[config.mk]
export PLATFORM = sky130hd
export DESIGN_NAME = dlsc_dcm_clkgen_ctrl
export DESIGN_NICKNAME = d
export VERILOG_FILES = /design/src/rtl/dlsc_dcm_clkgen_ctrl_pkg.sv /design/src/rtl/dlsc_apb_mst_xfer.sv /design/src/rtl/dlsc_dcm_clkgen_ctrl.sv
export SDC_FILE = /design/constraint.sdc
export NUM_CORES = 1
export LEC_CHECK = 0
export CAP_MARGIN = 40
export CORE_MARGIN = 2
export CORE_UTILIZATION = 53
export CTS_BUF_LIST = sky130_fd_sc_hd__clkbuf_16
export CTS_CLUSTER_SIZE = 25
export DETAILED_ROUTE_END_ITERATION = 12
export PLACE_DENSITY_LB_ADDON = 0.2
export RECOVER_POWER = 25
export SLEW_MARGIN = 40
export SYNTH_ARGS = -nofsm -noshare
export SYNTH_HDL_FRONTEND = slang
export SYNTH_SLANG_ARGS = --single-unit
[constraint.sdc]
create_clock -name apb_clk -period 4 [get_ports apb_clk]
set_clock_uncertainty 0.05 [all_clocks]
set_input_delay 0.8 -clock apb_clk [delete_from_list [all_inputs] [get_ports apb_clk]]
set_output_delay 0.8 -clock apb_clk [all_outputs]
set_load 0.02 [all_outputs]
[src/rtl/dlsc_dcm_clkgen_ctrl_pkg.sv]
// Shared definitions for the clkgen retune sequencer: CSR map, field positions, FSM and error codes.
package dlsc_dcm_clkgen_ctrl_pkg;

   // Register word indices; byte address = BASE + 4*index
   localparam logic [3:0] REG_CONTROL  = 4'd0;
   localparam logic [3:0] REG_STATUS   = 4'd1;
   localparam logic [3:0] REG_MULTIPLY = 4'd4;
   localparam logic [3:0] REG_DIVIDE   = 4'd5;

   localparam int STATUS_READY  = 0;
   localparam int STATUS_ST_LSB = 12;
   localparam int STATUS_ST_MSB = 14;

   localparam int CONTROL_ENABLE       = 0;
   localparam int CONTROL_USE_DEFAULTS = 1;
   localparam int CONTROL_IGNORE_STOP  = 2;

   typedef enum logic [3:0] {
      ST_IDLE,
      ST_CHECK,
      ST_DIS_WR,
      ST_DIS_POLL,
      ST_MUL_WR,
      ST_DIV_WR,
      ST_EN_WR,
      ST_EN_POLL,
      ST_ABORT_WR,
      ST_DONE
   } state_t;

   typedef enum logic [1:0] {
      ERR_OK       = 2'd0,
      ERR_CFG      = 2'd1,
      ERR_DIS_TMO  = 2'd2,
      ERR_LOCK_TMO = 2'd3
   } err_t;

   // M/D pair is unusable when M is zero or (M+1)/(D+1) exceeds the DCM ratio limit
   function automatic logic md_cfg_bad(input logic [7:0] mult, input logic [7:0] div,
                                       input int unsigned md_max);
      logic [16:0] lhs;
      logic [16:0] rhs;
      lhs = 17'(mult) + 17'd1;
      rhs = 17'(md_max) * (17'(div) + 17'd1);
      return (mult == 8'd0) || (lhs > rhs);
   endfunction

endpackage

[src/rtl/dlsc_apb_mst_xfer.sv]
// Single-transfer APB master engine: one req launches setup+access, ack pulses after PREADY.
module dlsc_apb_mst_xfer #(
   parameter int unsigned ADDR = 32
) (
   input  logic            apb_clk,
   input  logic            apb_rst_n,
   input  logic            req,
   input  logic            wr,
   input  logic [ADDR-1:0] addr,
   input  logic [31:0]     wdata,
   output logic            ack,
   output logic [31:0]     rdata,
   output logic [ADDR-1:0] apb_addr,
   output logic            apb_sel,
   output logic            apb_enable,
   output logic            apb_write,
   output logic [31:0]     apb_wdata,
   output logic [3:0]      apb_strb,
   input  logic            apb_ready,
   input  logic [31:0]     apb_rdata
);

   // NOTE: sequential state uses non-blocking assignments so every register samples pre-edge values.
   always_ff @(posedge apb_clk) begin
      if (!apb_rst_n) begin
         ack        <= 1'b0;
         rdata      <= '0;
         apb_addr   <= '0;
         apb_sel    <= 1'b0;
         apb_enable <= 1'b0;
         apb_write  <= 1'b0;
         apb_wdata  <= '0;
         apb_strb   <= 4'h0;
      end else begin
         ack <= 1'b0;
         if (!apb_sel) begin
            if (req) begin
               apb_sel   <= 1'b1;
               apb_addr  <= addr;
               apb_write <= wr;
               apb_wdata <= wr ? wdata : 32'd0;
               apb_strb  <= wr ? 4'hF : 4'h0;
            end
         end else if (!apb_enable) begin
            apb_enable <= 1'b1;
         end else if (apb_ready) begin
            // Bus goes idle for at least one cycle after every completed access
            apb_sel    <= 1'b0;
            apb_enable <= 1'b0;
            ack        <= 1'b1;
            rdata      <= apb_rdata;
         end
      end
   end

endmodule

[src/rtl/dlsc_dcm_clkgen_ctrl.sv]
// Retune sequencer for dlsc_dcm_clkgen: validates an M/D request, then disables, reloads and
// re-enables the DCM over APB, polling STATUS with a gap and a per-phase timeout.
module dlsc_dcm_clkgen_ctrl
   import dlsc_dcm_clkgen_ctrl_pkg::*;
#(
   parameter int unsigned     ADDR        = 32,
   parameter logic [ADDR-1:0] BASE        = '0,
   parameter int unsigned     CLK_MD_MAX  = 4,
   parameter bit              IGNORE_STOP = 1'b0,
   parameter int unsigned     POLL_GAP    = 15,
   parameter int unsigned     TIMEOUT_W   = 20
) (
   input  logic            apb_clk,
   input  logic            apb_rst_n,
   input  logic            cfg_valid,
   output logic            cfg_ready,
   input  logic [7:0]      cfg_mult,
   input  logic [7:0]      cfg_div,
   output logic            busy,
   output logic            done_valid,
   output logic [1:0]      done_err,
   output logic [ADDR-1:0] apb_addr,
   output logic            apb_sel,
   output logic            apb_enable,
   output logic            apb_write,
   output logic [31:0]     apb_wdata,
   output logic [3:0]      apb_strb,
   input  logic            apb_ready,
   input  logic [31:0]     apb_rdata
);

   state_t                 state;
   logic [7:0]             mult_r;
   logic [7:0]             div_r;
   logic                   xfer_req;
   logic                   xfer_wr;
   logic [ADDR-1:0]        xfer_addr;
   logic [31:0]            xfer_wdata;
   logic                   xfer_ack;
   logic [31:0]            xfer_rdata;
   logic                   issued;
   logic                   tmo_seen;
   logic [7:0]             gap_cnt;
   logic [TIMEOUT_W-1:0]   tmo_cnt;

   logic [3:0]             wr_idx;
   logic [31:0]            wr_data;
   logic [31:0]            en_word;
   logic                   in_poll;
   logic                   tmo_hit;
   logic                   poll_ok;
   logic                   unused_rdata;

   dlsc_apb_mst_xfer #(
      .ADDR       (ADDR)
   ) u_xfer (
      .apb_clk    (apb_clk),
      .apb_rst_n  (apb_rst_n),
      .req        (xfer_req),
      .wr         (xfer_wr),
      .addr       (xfer_addr),
      .wdata      (xfer_wdata),
      .ack        (xfer_ack),
      .rdata      (xfer_rdata),
      .apb_addr   (apb_addr),
      .apb_sel    (apb_sel),
      .apb_enable (apb_enable),
      .apb_write  (apb_write),
      .apb_wdata  (apb_wdata),
      .apb_strb   (apb_strb),
      .apb_ready  (apb_ready),
      .apb_rdata  (apb_rdata)
   );

   assign unused_rdata = ^{xfer_rdata[31:STATUS_ST_MSB+1], xfer_rdata[STATUS_ST_LSB-1:1]};

   // NOTE: every always_comb output gets a default first so no path can infer a latch.
   always_comb begin
      en_word                       = '0;
      en_word[CONTROL_ENABLE]       = 1'b1;
      en_word[CONTROL_USE_DEFAULTS] = 1'b0;
      en_word[CONTROL_IGNORE_STOP]  = IGNORE_STOP;

      wr_idx  = REG_CONTROL;
      wr_data = '0;
      case (state)
         ST_MUL_WR: begin wr_idx = REG_MULTIPLY; wr_data = {24'd0, mult_r}; end
         ST_DIV_WR: begin wr_idx = REG_DIVIDE;   wr_data = {24'd0, div_r};  end
         ST_EN_WR:  wr_data = en_word;
         default:   ;
      endcase

      in_poll = (state == ST_DIS_POLL) || (state == ST_EN_POLL);
      tmo_hit = &tmo_cnt;
      if (state == ST_EN_POLL) begin
         poll_ok = xfer_rdata[STATUS_READY];
      end else begin
         poll_ok = !xfer_rdata[STATUS_READY] &&
                   (xfer_rdata[STATUS_ST_MSB:STATUS_ST_LSB] == 3'd0);
      end
   end

   always_ff @(posedge apb_clk) begin
      if (!apb_rst_n) begin
         state      <= ST_IDLE;
         cfg_ready  <= 1'b1;
         busy       <= 1'b0;
         done_valid <= 1'b0;
         done_err   <= ERR_OK;
         mult_r     <= '0;
         div_r      <= '0;
         xfer_req   <= 1'b0;
         xfer_wr    <= 1'b0;
         xfer_addr  <= '0;
         xfer_wdata <= '0;
         issued     <= 1'b0;
         tmo_seen   <= 1'b0;
         gap_cnt    <= '0;
         tmo_cnt    <= '0;
      end else begin
         xfer_req   <= 1'b0;
         done_valid <= 1'b0;
         if (in_poll && !tmo_hit) tmo_cnt <= tmo_cnt + TIMEOUT_W'(1);

         case (state)
            ST_IDLE: begin
               if (cfg_valid) begin
                  mult_r    <= cfg_mult;
                  div_r     <= cfg_div;
                  cfg_ready <= 1'b0;
                  busy      <= 1'b1;
                  state     <= ST_CHECK;
               end
            end

            ST_CHECK: begin
               if (md_cfg_bad(mult_r, div_r, CLK_MD_MAX)) begin
                  done_err   <= ERR_CFG;
                  done_valid <= 1'b1;
                  state      <= ST_DONE;
               end else begin
                  state <= ST_DIS_WR;
               end
            end

            ST_DIS_WR, ST_MUL_WR, ST_DIV_WR, ST_EN_WR, ST_ABORT_WR: begin
               if (!issued) begin
                  xfer_req   <= 1'b1;
                  xfer_wr    <= 1'b1;
                  xfer_addr  <= BASE + ADDR'({wr_idx, 2'b00});
                  xfer_wdata <= wr_data;
                  issued     <= 1'b1;
               end else if (xfer_ack) begin
                  issued <= 1'b0;
                  case (state)
                     ST_MUL_WR: state <= ST_DIV_WR;
                     ST_DIV_WR: state <= ST_EN_WR;
                     ST_ABORT_WR: begin
                        done_err   <= ERR_LOCK_TMO;
                        done_valid <= 1'b1;
                        state      <= ST_DONE;
                     end
                     default: begin
                        // Both poll phases start with a fresh timeout and an immediate read
                        state    <= (state == ST_DIS_WR) ? ST_DIS_POLL : ST_EN_POLL;
                        tmo_cnt  <= '0;
                        tmo_seen <= 1'b0;
                        gap_cnt  <= '0;
                     end
                  endcase
               end
            end

            ST_DIS_POLL, ST_EN_POLL: begin
               if (issued) begin
                  if (xfer_ack) begin
                     issued <= 1'b0;
                     if (poll_ok && !tmo_seen) begin
                        if (state == ST_DIS_POLL) begin
                           state <= ST_MUL_WR;
                        end else begin
                           done_err   <= ERR_OK;
                           done_valid <= 1'b1;
                           state      <= ST_DONE;
                        end
                     end else if (tmo_hit) begin
                        if (state == ST_DIS_POLL) begin
                           done_err   <= ERR_DIS_TMO;
                           done_valid <= 1'b1;
                           state      <= ST_DONE;
                        end else begin
                           state <= ST_ABORT_WR;
                        end
                     end else begin
                        gap_cnt <= 8'(POLL_GAP);
                     end
                  end else if (tmo_hit) begin
                     // Read still in flight at timeout: let it finish, ignore what it returns
                     tmo_seen <= 1'b1;
                  end
               end else if (tmo_hit) begin
                  if (state == ST_DIS_POLL) begin
                     done_err   <= ERR_DIS_TMO;
                     done_valid <= 1'b1;
                     state      <= ST_DONE;
                  end else begin
                     state <= ST_ABORT_WR;
                  end
               end else if (gap_cnt != 8'd0) begin
                  gap_cnt <= gap_cnt - 8'd1;
               end else begin
                  xfer_req   <= 1'b1;
                  xfer_wr    <= 1'b0;
                  xfer_addr  <= BASE + ADDR'({REG_STATUS, 2'b00});
                  xfer_wdata <= '0;
                  issued     <= 1'b1;
               end
            end

            ST_DONE: begin
               state     <= ST_IDLE;
               busy      <= 1'b0;
               cfg_ready <= 1'b1;
            end

            default: state <= ST_IDLE;
         endcase
      end
   end

endmodule

After elaboration in Yosys (flattened, before gate mapping)
Index checks and enable logic that the tools add are counted.
{"block": "classes", "n_lt_le_gt_ge": 1, "n_bitwise": 1, "add_sub_neg": 4, "n_reduce_logical": 29, "n_eq_ne": 28, "muxes": 95}
{"op": "32-bit two-way mux", "count": 9}
{"op": "32-bit one-hot mux with 2 select lines", "count": 2}
{"op": "20-bit two-way mux", "count": 5}
{"op": "8-bit two-way mux", "count": 9}
{"op": "4-bit two-way mux", "count": 10}
{"op": "1-bit two-way mux", "count": 36}
{"op": "2-bit inequality test (second input constant)", "count": 12}
{"op": "8-bit one-hot mux with 3 select lines", "count": 1}
{"op": "20-bit by 1-bit adder with 20-bit output (second input constant)", "count": 1}
{"op": "2-bit two-way mux", "count": 10}
{"op": "20-bit AND reduction", "count": 1}
{"op": "8-bit by 1-bit adder with 9-bit output (second input constant)", "count": 2}
{"op": "4-bit by 3-bit == test with 1-bit output (second input constant)", "count": 4}
{"op": "4-bit one-hot mux with 4 select lines", "count": 1}
{"op": "8-bit one-hot mux with 2 select lines", "count": 1}
{"op": "7-bit AND reduction", "count": 2}
{"op": "1-bit one-hot mux with 2 select lines", "count": 6}
{"op": "4-bit one-hot mux with 3 select lines", "count": 1}
{"op": "9-bit by 11-bit > comparator with 1-bit output", "count": 1}
{"op": "3-bit inequality test (second input constant)", "count": 3}
{"op": "9-bit AND reduction", "count": 1}
{"op": "4-bit by 2-bit == test with 1-bit output (second input constant)", "count": 2}
{"op": "4-bit == test (second input constant)", "count": 2}
{"op": "8-bit zero test", "count": 1}
{"op": "other kinds (25)", "count": 35}
{"block": "word_totals", "in_bits": 52, "regBits": 208, "wordCells": 181, "output_inout_bits": 76}

Depth between registers and ports, before layout
Gate-level depths: netlist of the first run.
{"block": "logic_depth", "depth_word": 8, "ltp_mapped": 11, "mapped_depth_nobuf": 11}

Modules after synthesis
A second synthesis of the first run with hierarchy kept.
{"block": "hier_totals", "hier_cells": 915, "area_unflattened_um2": 7300.8}
{"module": "dlsc_dcm_clkgen_ctrl", "seq_area_each_um2": 1341.3, "instances": 1, "area_per_inst_um2": 3749.8, "cells_per_inst": 472}
{"module": "dlsc_apb_mst_xfer", "seq_area_each_um2": 2001.9, "instances": 1, "area_per_inst_um2": 3550.9, "cells_per_inst": 443}

Worst setup path before layout of the first run
Ideal clock, no wire load.
{"block": "synth_path", "path_type": "flip-flop to flip-flop", "start": "register mult_r[2]", "end": "register state[1]", "synth_period_minus_slack_ns": 2.584, "setup_slack_ns": 1.416, "required_time_ns": 3.858, "setup_time_ns": 0.092, "stages_incl_launch_ff": 12, "arrival_ns": 2.442, "path_cell_list": "dfxtp_1 and3_1 and3_1 nand3_1 xnor2_1 ha_1 nand4_1 or3_1 o21ai_1 o21ai_0 o31a_1 o32ai_1"}
{"block": "synth_via", "elab_chain_cells": 5, "elab_cells_between_ends": 6, "classes_between": "1 x add/sub; 1 x order compare; 2 x mux; 2 x reduce/logical"}
{"element": "start, declared", "line_no": "dlsc_dcm_clkgen_ctrl.sv:33", "rtl": "logic [7:0] mult_r;"}
{"element": "start signal, assigned", "line_no": "dlsc_dcm_clkgen_ctrl.sv:128", "rtl": "mult_r <= cfg_mult;"}
{"element": "8-bit by 1-bit adder with 9-bit output", "line_no": "dlsc_dcm_clkgen_ctrl_pkg.sv:43", "rtl": "lhs = 17'(mult) + 17'd1;"}
{"element": "9-bit by 11-bit > comparator with 1-bit output", "line_no": "dlsc_dcm_clkgen_ctrl_pkg.sv:45", "rtl": "return (mult == 8'd0) || (lhs > rhs);"}
{"element": "1-bit logical OR *", "line_no": "dlsc_dcm_clkgen_ctrl_pkg.sv:45"}
{"element": "4-bit two-way mux *", "line_no": "dlsc_dcm_clkgen_ctrl.sv:137", "rtl": "if (md_cfg_bad(mult_r, div_r, CLK_MD_MAX)) begin"}
{"element": "4-bit one-hot mux with 4 select lines *", "line_no": "dlsc_dcm_clkgen_ctrl.sv:125", "rtl": "case (state)"}
{"element": "end signal, assigned", "line_no": "dlsc_dcm_clkgen_ctrl.sv:165", "rtl": "state <= (state == ST_DIS_WR) ? ST_DIS_POLL : ST_EN_POLL;"}
{"element": "end, declared", "line_no": "dlsc_dcm_clkgen_ctrl.sv:32", "rtl": "state_t state;"}
Mark *: on every way between the ends. The rest lies on a longest branch, timed or not.
A chain may end at the register's enable or synchronous reset.

==> results of run 1 <==
[routing by layer]
layer	track usage [%]	vias up	share of wire, %	wire length [um]
li1	-	2096	-	-
met1	32.1	1967	48	5240
met2	32.8	175	44	4850
met3	3.48	13	6.2	680
met4	9.27	0	1.7	190
met5	0	-	0	0
[worst max-delay path, stage by stage]
cell and delay (ps):
dlygate4sd3_1 760, inv_1 160, clkbuf_1 1300, nor4_1 220, nand3_1 200, o21ai_1 80
[cell usage after synthesis, types with 5 or more instances]
| cell | count | share of area (%) |
|---|---|---|
| a21oi_1 | 59 | 6.0 |
| a41oi_1 | 5 | 0.89 |
| and3_1 | 6 | 0.76 |
| buf_1 | 7 | 0.53 |
| buf_2 | 6 | 0.61 |
| buf_4 | 61 | 9.3 |
| clkbuf_1 | 17 | 1.3 |
| dfxtp_1 | 85 | 35 |
| ha_1 | 10 | 2.5 |
| inv_1 | 15 | 1.1 |
| mux2i_1 | 11 | 2.2 |
| nand2_1 | 101 | 7.7 |
| nand2b_1 | 5 | 0.63 |
| nand3_1 | 28 | 2.8 |
| nand4_1 | 5 | 0.63 |
| nor2_1 | 37 | 2.8 |
| nor3_1 | 14 | 1.4 |
| nor4_1 | 16 | 2.0 |
| o21ai_0 | 17 | 1.7 |
| o21ai_1 | 5 | 0.51 |
| o22ai_1 | 6 | 0.76 |
| o31ai_1 | 6 | 0.91 |
| or3_1 | 5 | 0.63 |
| xnor2_1 | 20 | 3.6 |
| xor2_1 | 9 | 1.6 |
[stage by stage]
step / total power (W) / cell area, um^2 / cells / util (%) / setup WS, ps
floorplan: 0.00179 / 5130 / 671 / - / 1420
global placement: 0.00196 / 5170 / 740 / 56.5 / 1090
detailed placement: 0.00199 / 5180 / 741 / 56.6 / 1030
CTS: 0.00289 / 5500 / 757 / 60.1 / 1020
global route: 0.00305 / 5500 / 757 / 60.0 / 459
finish: 0.00288 / 5500 / 757 / 60.0 / 635
[how the worst min path moves through the flow]
stage | startpoint | endpoint | slack [ps] | cells past startpoint
after floorplan | xfer_wdata[4] | xfer_wdata[4] | 380 | 2
after global placement | xfer_addr[4] | xfer_addr[4] | 390 | 2
after detailed placement | xfer_wdata[5] | xfer_wdata[5] | 390 | 2
after CTS | xfer_wdata[4] | xfer_wdata[4] | 400 | 2
after global routing | u_xfer.apb_wdata[4] | u_xfer.apb_wdata[4] | 410 | 2
final | u_xfer.apb_wdata[4] | u_xfer.apb_wdata[4] | 400 | 2
[sequential cells by signal, indices dropped and copies added (netlist names), 2 cells and up]
register          flops
mult_r                8
done_err              2
div_r                 8
gap_cnt               8
tmo_cnt              20
u_xfer.rdata          4
state                 4
xfer_wdata            8
xfer_addr             2
u_xfer.apb_wdata      8
u_xfer.apb_addr       2
[power groups by stage]
stage	Clock, W	Sequential (W)	Combinational, W
after global routing	0.000952	0.00113	0.000961
after floorplan	0	0.00106	0.000735
after detailed placement	0	0.00113	0.000859
after global placement	0	0.00112	0.000841
after CTS	0.000918	0.00111	0.000864
final	0.000904	0.00111	0.000866
[final cells by class]
| type | count | area, um^2 | area share [%] |
|---|---|---|---|
| flip-flops and latches | 85 | 1700 | 31.0 |
| clock inverters | 7 | 96.3 | 1.75 |
| clock buffers | 9 | 225 | 4.10 |
| repair buffers | 50 | 484 | 8.81 |
| inverters | 15 | 56.3 | 1.02 |
| well taps | 111 | 139 | 2.53 |
| multi-input cells | 480 | 2790 | 50.8 |
[logic make-up after synthesis]
group | count (synthesis) | share of synthesized area (%)
DFF | 85 | 34.5
and+or+nand+nor | 245 | 25.1
buffers and inverters | 106 | 12.9
muxes | 13 | 2.92
xor gates and xnor gates | 29 | 5.15
adders and majority gates | 10 | 2.54
other | 1 | 0.0761
AOI/OAI and AO/OA | 129 | 16.8
==> reports/metrics.yaml, run 1 <==
cts:
  cts_resized: 0
  htreeDepth: 3
  cts.sinks: 85
  clk_latency_ps: 340
  cts.path.max_buffers: 2
  cts_buffers: 9
  root_buffer: "clkbuf_16"
  tritoncts: "done"
  cts_setup_buffers: 0
  ctsHoldBuffers: 0
  clkTransAtPathRegs_ps: 70
critical_path:
  cp.required_ps: 4160
  rr_endpoint: "state[1]"
  end_kind: "register"
  r2r_start: "mult_r[2]"
  crit_fanout: 39
  endpoint: "xfer_wdata[5]"
  startpoint_type: "primary input"
  reg2reg_depth: 11
  setup.worst_path.start: "apb_rst_n"
  cp_data_arrival_time_ps: 3520
  crit_type: "primary input to register"
  ff2ff_setup_slack_ps: 990
floorplan:
  start_util_pct: 53.9
  dieArea_um2: 10100
  io-pin-count: 128
  die_x_um: 100
  die_h_um: 100
  rows: 35
  core_area_um2: 9150
sta:
  max-slew-margin-rel_pct: -18.8
  fin_crit_ps: 3370
  tns_ps: 0
  hold_ws_ps: 400
  worst_slew_pin_slew_ps: 1780
  period_share_pct: 84.1
  setup_viol: 0
  rsz0062_at_grt: "no"
  hold_viol: 0
  slew_violations: 40
  max_freq_mhz: 297
yosys:
  synth_area_per_cell_um2: 7.98
  netlist_area_um2: 4930
  synth_seq_cells: 85
  synth_edf_count: 0
  synth_seq_area_share_pct: 34.5
  yosysUniqueCellTypes: 68
  syn-instance-count: 618
  ys.flop_type: "dfxtp_1"
  yosysWarnings: 0
  async_reset_ff_share_pct: 0
route:
  first_iter_violations: 318
  wl_per_cell_um: 14.5
  via_per_inst: 5.62
  first_pass_iters: 5
  drc_errors: 0
  via_count: 4251
  ant_nets: 0
  routed_wl_mm: 11.0
worst_hold_path:
  hold_class: "register to register"
run_status:
  violations: "max-capacitance violations, max-slew violations"
  status: "finished with violations"
global_route:
  grt_pass1_wl_mm: 18.2
  grt_use_total_pct: 22.2
  antenna_found_initial: 0
  grt_pass1_vias: 3767
  grt_start_max_net_pins: 40
  grt-ovfl-total: 0
final_layout:
  layout_commonest_cell: "nand2_1"
  nets: 703
  antenna_cells: 0
  nFillCells: 840
  layout-drive-gt1-share_pct: 6.50
  layout_common_cells: "nand2_1, dfxtp_1, a21oi_1"
  syn_to_final_growth_pct: 11.5
power_and_ir_drop:
  p_int_w: 0.00182
  combPwrFrac_pct: 30.0
  net-switching-power_w: 0.00107
  switching_share_pct: 37.0
  max-vdd-ir-drop_mv: 0.377
  leakage_nw: 2.09
  seq_power_share_pct: 38.6
  clkPwrFrac_pct: 31.3
  cellPowerDensity_nw_per_um2: 525
run:
  max_cap_violations: 1
placed_design:
  dp_hpwl_mm: 7.73
  numPortBuffers: 45
  routabilityCongestion: 0.862
(Power assumes the default switching activity.)
==> run 2: changes to the inputs <==
--- a/config.mk
+++ b/config.mk
@@ -7,7 +7,7 @@
 export LEC_CHECK = 0
 export CAP_MARGIN = 40
 export CORE_MARGIN = 2
-export CORE_UTILIZATION = 53
+export CORE_UTILIZATION = 50
 export CTS_BUF_LIST = sky130_fd_sc_hd__clkbuf_16
 export CTS_CLUSTER_SIZE = 25
 export DETAILED_ROUTE_END_ITERATION = 12
==> constraint.sdc (replaced) <==
create_clock -name apb_clk -period 3.3 [get_ports apb_clk]
set_clock_uncertainty 0.05 [all_clocks]
set_input_delay 0.66 -clock apb_clk [delete_from_list [all_inputs] [get_ports apb_clk]]
set_output_delay 0.66 -clock apb_clk [all_outputs]
set_load 0.02 [all_outputs]
==> run 2 against run 1 <==
Against the previous run: the run still ends with max-capacitance violations, max-slew violations left; sequential power rose by 22%; wire length up 0.19%; worst setup slack got worse by 340 ps; global-route usage down 0.73 points; utilization decreased by 3.3 points; hold slack better by 2.1 ps; design area about the same; critical path depth is 1 lower; register-to-register slack worse by 660 ps; count of clock-buffer cells in the layout unchanged; die area rose by 5.8%; critical endpoint is now xfer_wdata[1]; largest cell class unchanged; largest power group unchanged.
==> reports/metrics.yaml, run 2 (synthesis results as in run 1) <==
run_status:
  status: "finished with violations"  # unchanged
  violations: "max-capacitance violations, max-slew violations"  # unchanged
power_and_ir_drop:
  cellPowerDensity_nw_per_um2: 617  # was 525 nW/um^2
  max-vdd-ir-drop_mv: 0.330  # was 0.377 mV
  leakage_nw: 2.07  # was 2.09 nW
route:
  first_pass_iters: 4  # was 5
  m1WireLength_mm: 5.40  # was 5.24 mm
  routed_wl_mm: 11.0  # about the same
  via_per_inst: 5.43  # was 5.62
  via_count: 4233  # was 4251
  ant_nets: 0  # unchanged
  wl_met2_mm: 4.93  # was 4.85 mm
  top_layer: "met4"  # unchanged
  first_iter_violations: 290  # was 318
  drc_errors: 0  # unchanged
  met3WireLength_um: 512  # was 680 um
  wl_per_cell_um: 14.1  # was 14.5 um
critical_path:
  crit_type: "primary input to register"  # unchanged
  startpoint_type: "primary input"  # unchanged
  end_kind: "register"  # unchanged
  cp.required_ps: 3500  # was 4160 ps
  cp_data_arrival_time_ps: 3200  # was 3520 ps
  crit_fanout: 27  # was 39
final_layout:
  nFillCells: 902  # was 840
  syn_to_final_growth_pct: 11.5  # about the same
  antenna_cells: 0  # unchanged
  nets: 704  # was 703
  layout_commonest_cell: "nand2_1"  # unchanged
  regMostFlops: "tmo_cnt"  # unchanged
  multi_input_area_um2: 2790  # unchanged
  layout_common_cells: "nand2_1, dfxtp_1, a21oi_1"  # unchanged
  finalInstanceArea_um2: 5500  # about the same
  largest_reg_flops: 20  # unchanged
  layout-drive-gt1-share_pct: 6.03  # was 6.50%
  regArea_um2: 1700  # unchanged
floorplan:
  rows: 36  # was 35
  die_h_um: 103  # was 100 um
  start_util_pct: 50.9  # was 53.9%
  io-pin-count: 128  # unchanged
  dieArea_um2: 10700  # was 10100 um^2
  die_x_um: 103  # was 100 um
  core_area_um2: 9680  # was 9150 um^2
sta:
  max-slew-margin-rel_pct: -21.0  # was -18.8%
  period_share_pct: 90.9
  setup_ws_ps: 299  # was 635 ps
  rsz0062_at_grt: "no"  # unchanged
  slew_violations: 40  # unchanged
  setup_viol: 0  # unchanged
  hold_ws_ps: 402  # was 400 ps
  fin_crit_ps: 3000
  hold_viol: 0  # unchanged
  max_freq_mhz: 333
  worst_slew_pin_slew_ps: 1810  # was 1780 ps
  tns_ps: 0  # unchanged
placed_design:
  routabilityCongestion: 0.886  # was 0.862
  place_ws_ps: 370  # was 1030 ps
  place_area_um2: 5210  # was 5180 um^2
  numPortBuffers: 45  # unchanged
  dp_hpwl_mm: 7.82  # was 7.73 mm
cts:
  cts.path.max_buffers: 2  # unchanged
  cts.sinks: 85  # unchanged
  tritoncts: "done"  # unchanged
  clkTransAtPathRegs_ps: 60  # was 70 ps
  clk_latency_ps: 330  # was 340 ps
  ctsHoldBuffers: 0  # unchanged
  cts_setup_buffers: 0  # unchanged
  cts_resized: 0  # unchanged
  htreeDepth: 3  # unchanged
  cts_buffers: 9  # unchanged
  root_buffer: "clkbuf_16"  # unchanged
global_route:
  grt-ovfl-total: 0  # unchanged
  grt_pass1_vias: 3747  # was 3767
  antenna_found_initial: 0  # unchanged
  grt_pass1_wl_mm: 18.1  # was 18.2 mm
  grt_use_total_pct: 21.5  # was 22.2%
  grt_start_max_net_pins: 40  # unchanged
worst_hold_path:
  hold_class: "register to register"  # unchanged
run:
  max_cap_violations: 1  # unchanged
run 2: metal layers:
metal | vias to the layer above | GRT usage (%)
met5 | - | 0
met4 | 0 | 7.49
li1 | 2110 | -
met1 | 1981 | 31.3
met3 | 11 | 3.09
met2 | 131 | 32.5
run 2: through the flow:
stage,instances,total power (W),utilization [%]
6_report,780,0.00339,56.8
3_5_place_dp,764,0.00242,53.8
4_1_cts,780,0.00340,56.8
2_1_floorplan,671,0.00217,-
3_3_place_gp,764,0.00239,53.8
5_1_grt,780,0.00360,56.8
run 2: area by class of cell:
type                    count  area share, %
multi-input cells         480           50.8
flip-flops and latches     85           31.0
inverters                  15           1.02
repair buffers             51           8.88
clock buffers               9           4.10
clock inverters             7           1.21
well taps                 133           3.03
run 2: path summary, 6_finish.rpt:
check	startpoint	end	slack, ps	cells after the start
setup / recovery	apb_rst_n	xfer_wdata[1]	300	5
hold / removal	u_xfer.apb_addr[4]	u_xfer.apb_addr[4]	400	2
setup reg to reg	mult_r[2]	state[1]	330	11
hold reg to reg	u_xfer.apb_addr[4]	u_xfer.apb_addr[4]	400	2
run 2: critical path, cell delays in order:
cell           delay, ps
dlygate4sd3_1        690
clkbuf_1             910
nand2_1              280
or3_1                500
o22ai_1              160
run 2: power by group:
part | internal (W) | leakage [nW] | total (W) | switching, W
combinational | 0.000406 | 1.24 | 0.00106 | 0.000653
sequential | 0.00114 | 0.689 | 0.00135 | 0.000214
clock | 0.000582 | 0.141 | 0.000982 | 0.000400
total | 0.00212 | 2.07 | 0.00339 | 0.00127
==> run 3: changes to the inputs <==
--- a/config.mk
+++ b/config.mk
@@ -5,7 +5,7 @@
 export SDC_FILE = /design/constraint.sdc
 export NUM_CORES = 1
 export LEC_CHECK = 0
-export CAP_MARGIN = 40
+export CAP_MARGIN = 15
 export CORE_MARGIN = 2
 export CORE_UTILIZATION = 50
 export CTS_BUF_LIST = sky130_fd_sc_hd__clkbuf_16
==> results of run 3 <==
Final layout, timing and power as in run 2 (identical DEF).
